<file path="src/rtl/cpu_pkg.sv">
// Shared constants and encodings for the DPCPU pipeline control logic.
package cpu_pkg;

  typedef enum logic {
    MD_IDLE = 1'b0,
    MD_BUSY = 1'b1
  } md_state_e;

  localparam int MD_LAT_DEF = 4;
  localparam logic [4:0] REG_ZERO = 5'd0;

endpackage

</file>
<file path="src/rtl/md_busy_timer.sv">
// MUL/DIV occupancy tracker: goes busy on a start strobe for MD_LAT cycles.
module md_busy_timer
  import cpu_pkg::*;
#(
  parameter int MD_LAT = MD_LAT_DEF
) (
  input  logic Clk,
  input  logic Clrn,
  input  logic Md_Start,
  output logic Md_Busy
);

  localparam int CW = (MD_LAT > 1) ? $clog2(MD_LAT) : 1;
  localparam logic [CW-1:0] CNT_LOAD = CW'(MD_LAT - 1);

  md_state_e state_q, state_d;
  logic [CW-1:0] cnt_q, cnt_d;

  always_comb begin
    state_d = state_q;
    cnt_d   = cnt_q;
    case (state_q)
      MD_IDLE: begin
        if (Md_Start) begin
          state_d = MD_BUSY;
          cnt_d   = CNT_LOAD;
        end else begin
          state_d = MD_IDLE;
        end
      end
      MD_BUSY: begin
        if (cnt_q != {CW{1'b0}}) begin
          cnt_d = cnt_q - {{(CW-1){1'b0}}, 1'b1};
        end else begin
          state_d = MD_IDLE;
        end
      end
      default: begin
        state_d = MD_IDLE;
        cnt_d   = {CW{1'b0}};
      end
    endcase
  end

  always_ff @(posedge Clk) begin
    if (!Clrn) begin
      state_q <= MD_IDLE;
      cnt_q   <= {CW{1'b0}};
    end else begin
      state_q <= state_d;
      cnt_q   <= cnt_d;
    end
  end

  assign Md_Busy = (state_q == MD_BUSY);

endmodule

</file>
<file path="src/rtl/pipe_hazard_ctrl.sv">
// Pipeline sequencer: merges RAW, MUL/DIV occupancy and branch redirects into
// PC/IF/ID/ID/EX controls, and counts stall cycles.
module pipe_hazard_ctrl
  import cpu_pkg::*;
#(
  parameter int MD_LAT = MD_LAT_DEF,
  parameter int CNT_W  = 16
) (
  input  logic             Clk,
  input  logic             Clrn,
  input  logic [4:0]       Rs,
  input  logic [4:0]       Rt,
  input  logic             Regrt,
  input  logic             E_Wreg,
  input  logic [4:0]       E_Rn,
  input  logic             M_Wreg,
  input  logic [4:0]       M_Rn,
  input  logic             D_Md,
  input  logic             D_Hilo,
  input  logic             E_Br_Taken,
  output logic             Pc_We,
  output logic             Ifid_We,
  output logic             Ifid_Flush,
  output logic             Idex_Bubble,
  output logic             Md_Start,
  output logic             Md_Busy,
  output logic             Stall,
  output logic [CNT_W-1:0] Stall_Cnt
);

  logic raw_e, raw_m, md_haz, stall_s;
  logic [CNT_W-1:0] stall_cnt_q, stall_cnt_d;

  // Rt is only a source when the instruction does not write it.
  assign raw_e = E_Wreg & (E_Rn != REG_ZERO) &
                 ((Rs == E_Rn) | (~Regrt & (Rt == E_Rn)));
  assign raw_m = M_Wreg & (M_Rn != REG_ZERO) &
                 ((Rs == M_Rn) | (~Regrt & (Rt == M_Rn)));
  assign md_haz  = Md_Busy & (D_Md | D_Hilo);
  assign stall_s = ~E_Br_Taken & (raw_e | raw_m | md_haz);

  always_comb begin
    Pc_We       = 1'b1;
    Ifid_We     = 1'b1;
    Ifid_Flush  = 1'b0;
    Idex_Bubble = 1'b0;
    Md_Start    = 1'b0;
    if (!Clrn) begin
      Pc_We       = 1'b0;
      Ifid_We     = 1'b0;
      Ifid_Flush  = 1'b1;
      Idex_Bubble = 1'b1;
    end else if (E_Br_Taken) begin
      Ifid_Flush  = 1'b1;
      Idex_Bubble = 1'b1;
    end else if (stall_s) begin
      Pc_We       = 1'b0;
      Ifid_We     = 1'b0;
      Idex_Bubble = 1'b1;
    end else begin
      Md_Start = D_Md;
    end
  end

  always_comb begin
    stall_cnt_d = stall_cnt_q;
    if (stall_s && (stall_cnt_q != {CNT_W{1'b1}})) begin
      stall_cnt_d = stall_cnt_q + {{(CNT_W-1){1'b0}}, 1'b1};
    end else begin
      stall_cnt_d = stall_cnt_q;
    end
  end

  always_ff @(posedge Clk) begin
    if (!Clrn) begin
      stall_cnt_q <= {CNT_W{1'b0}};
    end else begin
      stall_cnt_q <= stall_cnt_d;
    end
  end

  md_busy_timer #(.MD_LAT(MD_LAT)) u_md_timer (
    .Clk      (Clk),
    .Clrn     (Clrn),
    .Md_Start (Md_Start),
    .Md_Busy  (Md_Busy)
  );

  assign Stall     = stall_s;
  assign Stall_Cnt = stall_cnt_q;

endmodule

</file>
<file path="config.mk">
export PLATFORM = sky130hd
export DESIGN_NAME = pipe_hazard_ctrl
export DESIGN_NICKNAME = d
export VERILOG_FILES = /design/src/rtl/cpu_pkg.sv /design/src/rtl/md_busy_timer.sv /design/src/rtl/pipe_hazard_ctrl.sv
export SDC_FILE = /design/constraint.sdc
export NUM_CORES = 1
export LEC_CHECK = 0
export ABC_AREA = 1
export CAP_MARGIN = 20
export CORE_MARGIN = 2
export CORE_UTILIZATION = 40
export CTS_BUF_LIST = sky130_fd_sc_hd__clkbuf_4 sky130_fd_sc_hd__clkbuf_8
export DETAILED_ROUTE_END_ITERATION = 10
export DONT_BUFFER_PORTS = 1
export SYNTH_ARGS = -nofsm -noshare
export SYNTH_HDL_FRONTEND = slang
export SYNTH_SLANG_ARGS = --single-unit
</file>
<file path="constraint.sdc">
create_clock -name Clk -period 3.2 [get_ports Clk]
set_input_delay 0.8 -clock Clk [delete_from_list [all_inputs] [get_ports Clk]]
set_output_delay 0.8 -clock Clk [all_outputs]
set_load 0.02 [all_outputs]
</file>
==> results of run 1 <==
[cell usage after synthesis, types with 2 or more instances]
| master | count |
|---|---|
| nand3_1 | 15 |
| inv_2 | 4 |
| o21ai_0 | 3 |
| dfxtp_1 | 19 |
| a21oi_1 | 8 |
| nor3_1 | 6 |
| a21oi_2 | 8 |
| inv_1 | 42 |
| nand4_1 | 18 |
| xor2_1 | 11 |
| ha_1 | 2 |
| xnor2_1 | 5 |
| nor2_1 | 25 |
| clkbuf_1 | 3 |
| nand2_1 | 90 |
| clkinv_1 | 2 |
[state kept, by name (all words and copies together), names as in the netlist]
register and cells:
u_md_timer.Md_Busy 1, Stall_Cnt 16, u_md_timer.cnt_q 2
[metal layers]
metal  track usage  vias up  part of all wire
met5             0        -                 0
met4        0.0153        0            0.0050
met1         0.232      699              0.48
met3        0.0650        2             0.062
li1              -      861                 -
met2         0.299       40              0.45
[logic make-up (layout without fill, tap and decap cells)]
family / after synthesis / count (layout) / share of synthesized area
adders and majority gates: 2 / 2 / 0.0155
DFF: 19 / 19 / 0.235
xor gates and xnor gates: 16 / 16 / 0.0866
buffers and inverters: 54 / 58 / 0.133
and+or+nand+nor: 160 / 160 / 0.450
AOI/OAI and AO/OA: 20 / 20 / 0.0804
[how the worst min path moves through the flow]
stage,to,slack [ns],depth (start not counted)
finish,u_md_timer.cnt_q[1],0.53,4
global route,u_md_timer.cnt_q[1],0.59,4
CTS,u_md_timer.cnt_q[1],0.54,4
detailed placement,u_md_timer.cnt_q[1],0.52,4
global placement,u_md_timer.cnt_q[1],0.53,4
floorplan,u_md_timer.cnt_q[1],0.50,4
[worst max-delay path, cell delays in order]
cell	delay, ns
inv_1	0.06
nand4_1	0.11
o21ai_1	0.13
inv_1	0.05
nand2_1	0.12
nand3_2	0.10
nand2_1	0.07
inv_1	0.05
nor2_1	0.14
buf_4	0.17
[metrics by stage]
stage,total power [mW],instance area [µm²],util
finish,0.511,1740,0.441
global route,0.544,1740,0.441
CTS,0.518,1740,0.441
detailed placement,0.340,1690,0.429
global placement,0.340,1690,0.429
floorplan,0.322,1620,-
[report_power, final]
group	switching [mW]	total, mW	leakage, nW	internal, mW
registers	0.00501	0.245	0.153	0.240
logic	0.0583	0.0892	0.652	0.0309
clock network	0.0802	0.177	0.0262	0.0970
total	0.144	0.511	0.832	0.368
[area by class of cell]
class                      instances  area [µm²]
clock buffer                       4        48.8
fill                             435        2200
inverter                          48         180
multi-input combinational        198        1020
sequential                        19         380
tap                               50        62.6
timing repair buffer               6        45.0
==> results.toml, run 1 <==
[outcome]
outcome = "complete, no violations"

[route]
detailedRoute.firstIterationViolations = 62
vias_per_cell = 4.93
vias = 1602
dr.pass1.iters = 4
routed_wl_mm = 3.79
wl_per_cell_um = 11.7
drc_errors = 0
postRouteAntennaNets = 0

[worst_hold_path]
hp-start = "u_md_timer.cnt_q[1]"
hold_path.class = "flop to flop"

[global_routing]
grt-ovfl-total = 0
grt_usage = 0.180
grt_pass1_wl_mm = 6.47
grt_max_degree = 19
antenna_found_initial = 0
grt_pass1_vias = 1480

[finish]
syn_to_final_growth_pct = 7.50
final_cells = 325
fin_nets = 306
final_common_cell = "nand2_1"
layout_common_cells = "nand2_1 (90), inv_1 (42), nor2_1 (25)"
layout-drive-gt1-share = 0.102
antenna_cells = 0

[timing]
fin_ws_ns = 0.598
timing.hold.ws_ns = 0.534
hold_viol_final = 0
timing.fmax_mhz = 384
rsz0062_at_grt = "false"
slew_headroom = 0.699
finClkSkew_ns = 0.00108
fin_crit_sh = 0.813
drv_slew = 0
setup_viol = 0
fin_setup_tns_ns = 0
fin_crit_ns = 2.60
worst_pin_slew_ns = 0.450

[place]
pre_cts_ws_ns = 0.565
place_congestion = 0.844
hpwl_mm = 2.97
dp_cells = 321
io_buffers = 0

[synth]
synth_cell_types = 26
synthFlopType = "dfxtp_1"
synthCells = 271
synthTopCellsByArea = "dfxtp_1 (23%), nand2_1 (21%), inv_1 (9.7%)"
synthesis.area_um2 = 1620
synth-edff-count = 0
yosysTopAreaCellShare = 0.235
synthesis.nets = 301
synthArstFlopShare = 0
synth_warnings = 0
synth_seq_cells = 19
synth.avg_cell_area_um2 = 5.97
seq_area_frac_synth = 0.235
synth_area_leader_cell = "dfxtp_1"

[critical_path]
worstReg2RegEnd = "Stall_Cnt[1]"
worstPathArrival_ns = 1.80
required_ns = 2.40
worstPathMaxFanout = 3
rrSetupSlack_ns = 0.92
start_kind = "input port"
r2r_start = "Stall_Cnt[0]"
crit_start = "M_Rn[2]"
r2r_cells = 10
critPathCapture = "Ifid_We"
endpoint_kind = "output pin"
crit_type = "input port to output pin"

[floorplan]
pin_count = 51
row_count = 23
initial_core_util = 0.411
die_x_um = 67.6
dieArea_um2 = 4570
core_area_um2 = 3940
die_y_um = 67.6

[power_and_ir_drop]
ir_drop_v = 0.000182
powerDensity_nw_per_um2 = 294
leakage_nw = 0.832

[clock_network]
clk_pin_slew_ns = 0.07
clk_latency_ns = 0.26
post_cts_buffers = 0
holdBufCountCts = 0
cts_resized = 0
cts-root-buf = "clkbuf_8"
htree_num_levels = 1
cts_buffers = 3
cts_tree = "built"
cts_buffer_depth = 2
cts_sinks = 19

[job]
drv_cap = 0
(Power assumes the default switching activity.)
==> inputs of run 2 (changes only) <==
- clock period: 3.2 -> 2.6 ns (I/O delays scaled with it)
==> results.toml, run 2 (synthesized netlist as in run 1, its figures left out) <==
[timing]
rsz0062_at_grt = "false"
fin_crit_ns = 2.28
fin_ws_ns = 0.323
fin_setup_tns_ns = 0
finClkSkew_ns = 0.00645
slew_headroom = 0.695
timing.fmax_mhz = 439
hold_viol_final = 0
fin_crit_sh = 0.876
worst_pin_slew_ns = 0.458
setup_viol = 0
drv_slew = 0

[clock_network]
post_cts_buffers = 0
htree_num_levels = 1
cts_sinks = 19
cts_buffer_depth = 2
cts_tree = "built"
cts_buffers = 3
clk_pin_slew_ns = 0.07
cts-root-buf = "clkbuf_8"
cts_resized = 0
clk_latency_ns = 0.26
holdBufCountCts = 0

[route]
drc_errors = 0
detailedRoute.firstIterationViolations = 75
postRouteAntennaNets = 0
vias = 1650
vias_per_cell = 4.98
routed_wl_mm = 3.98
wl_per_cell_um = 12.0
dr.pass1.iters = 4

[job]
drv_cap = 0

[global_routing]
grtUsageMet1 = 0.245
grt_max_degree = 19
use_met2 = 0.304
grt_pass1_vias = 1622
antenna_found_initial = 0
grt_pass1_wl_mm = 6.84
use_met3 = 0.0633
grt-ovfl-total = 0
grt_usage = 0.190
grt_busiest_layer = "met2"

[floorplan]
row_count = 23
die_y_um = 67.6
initial_core_util = 0.411
die_x_um = 67.6
pin_count = 51
dieArea_um2 = 4570
core_area_um2 = 3940

[critical_path]
worstPathMaxFanout = 3
required_ns = 1.95
crit_type = "input port to output pin"
worstPathArrival_ns = 1.63
start_kind = "input port"
endpoint_kind = "output pin"

[finish]
regArea_um2 = 380
syn_to_final_growth_pct = 11.2
final_cells = 331
layout_common_cells = "nand2_1 (90), inv_1 (42), nor2_1 (24)"
layout-drive-gt1-share = 0.125
final_common_cell = "nand2_1"
largest_reg_flops = 16
fill_cells = 427
fin_nets = 312
antenna_cells = 0
multi_input_area_um2 = 1030
fin_util = 0.457

[power_and_ir_drop]
sequentialPowerShare = 0.465
netSwitchingPower_mw = 0.183
p_int_mw = 0.457
powerDensity_nw_per_um2 = 355
p_clk_frac = 0.348
ir_drop_v = 0.000191
switching_share = 0.286
leakage_nw = 0.869
combPwrFrac = 0.187

[place]
io_buffers = 0
pre_cts_ws_ns = 0.318
hpwl_mm = 3.10
place_congestion = 0.910
dp_cells = 327

[worst_hold_path]
hold_path.class = "input port to flop"

[outcome]
outcome = "complete, no violations"
## run 2: cell types whose count changed in the layout (fill, tap and decap cells not counted), sizes merged
cell,previous run,this run
buf,6,12
## run 2: final timing paths
kind                            start                  end  slack (ns)  depth (start not counted)
setup / recovery                Rt[0]              Ifid_We        0.32                         12
setup reg to reg         Stall_Cnt[3]        Stall_Cnt[13]        0.50                          8
hold reg to reg   u_md_timer.cnt_q[1]  u_md_timer.cnt_q[1]        0.55                          4
hold / removal                   Clrn         Stall_Cnt[1]        0.50                          2
## run 2: metrics by stage
stage | power [mW] | cell area (µm²) | hold WS [ns]
finish | 0.640 | 1800 | 0.503
global route | 0.678 | 1800 | 0.496
CTS | 0.647 | 1800 | 0.496
floorplan | 0.396 | 1620 | 0.498
global placement | 0.423 | 1750 | 0.539
detailed placement | 0.424 | 1750 | 0.537
## run 2: metal layers
metal,vias to the layer above,share of wire
met1,726,0.48
met4,0,0.0093
met3,6,0.076
met2,51,0.44
li1,867,-
met5,-,0
## run 2: power groups by stage
stage               clock network (mW)  logic (mW)  registers [mW]
floorplan                            0      0.0890           0.307
CTS                              0.230       0.120           0.298
global route                     0.240       0.140           0.298
detailed placement                   0       0.119           0.304
global placement                     0       0.119           0.305
finish                           0.222       0.119           0.298
## run 2: layout make-up
cell class	count	area share
clock buffers	4	0.0271
flip-flops and latches	19	0.211
inverters	48	0.100
multi-input cells	198	0.570
repair buffers	12	0.0570
well taps	50	0.0347
## run 2: worst max-delay path, cell delays in order
cell and delay (ns):
inv_1 0.07, nand2_1 0.06, nand2_1 0.06, nor2_1 0.04, nand3_1 0.07, nand2_1 0.05
nand2_1 0.11, nand3_2 0.11, nand2_1 0.08, inv_1 0.07, nor2_2 0.13, buf_12 0.14
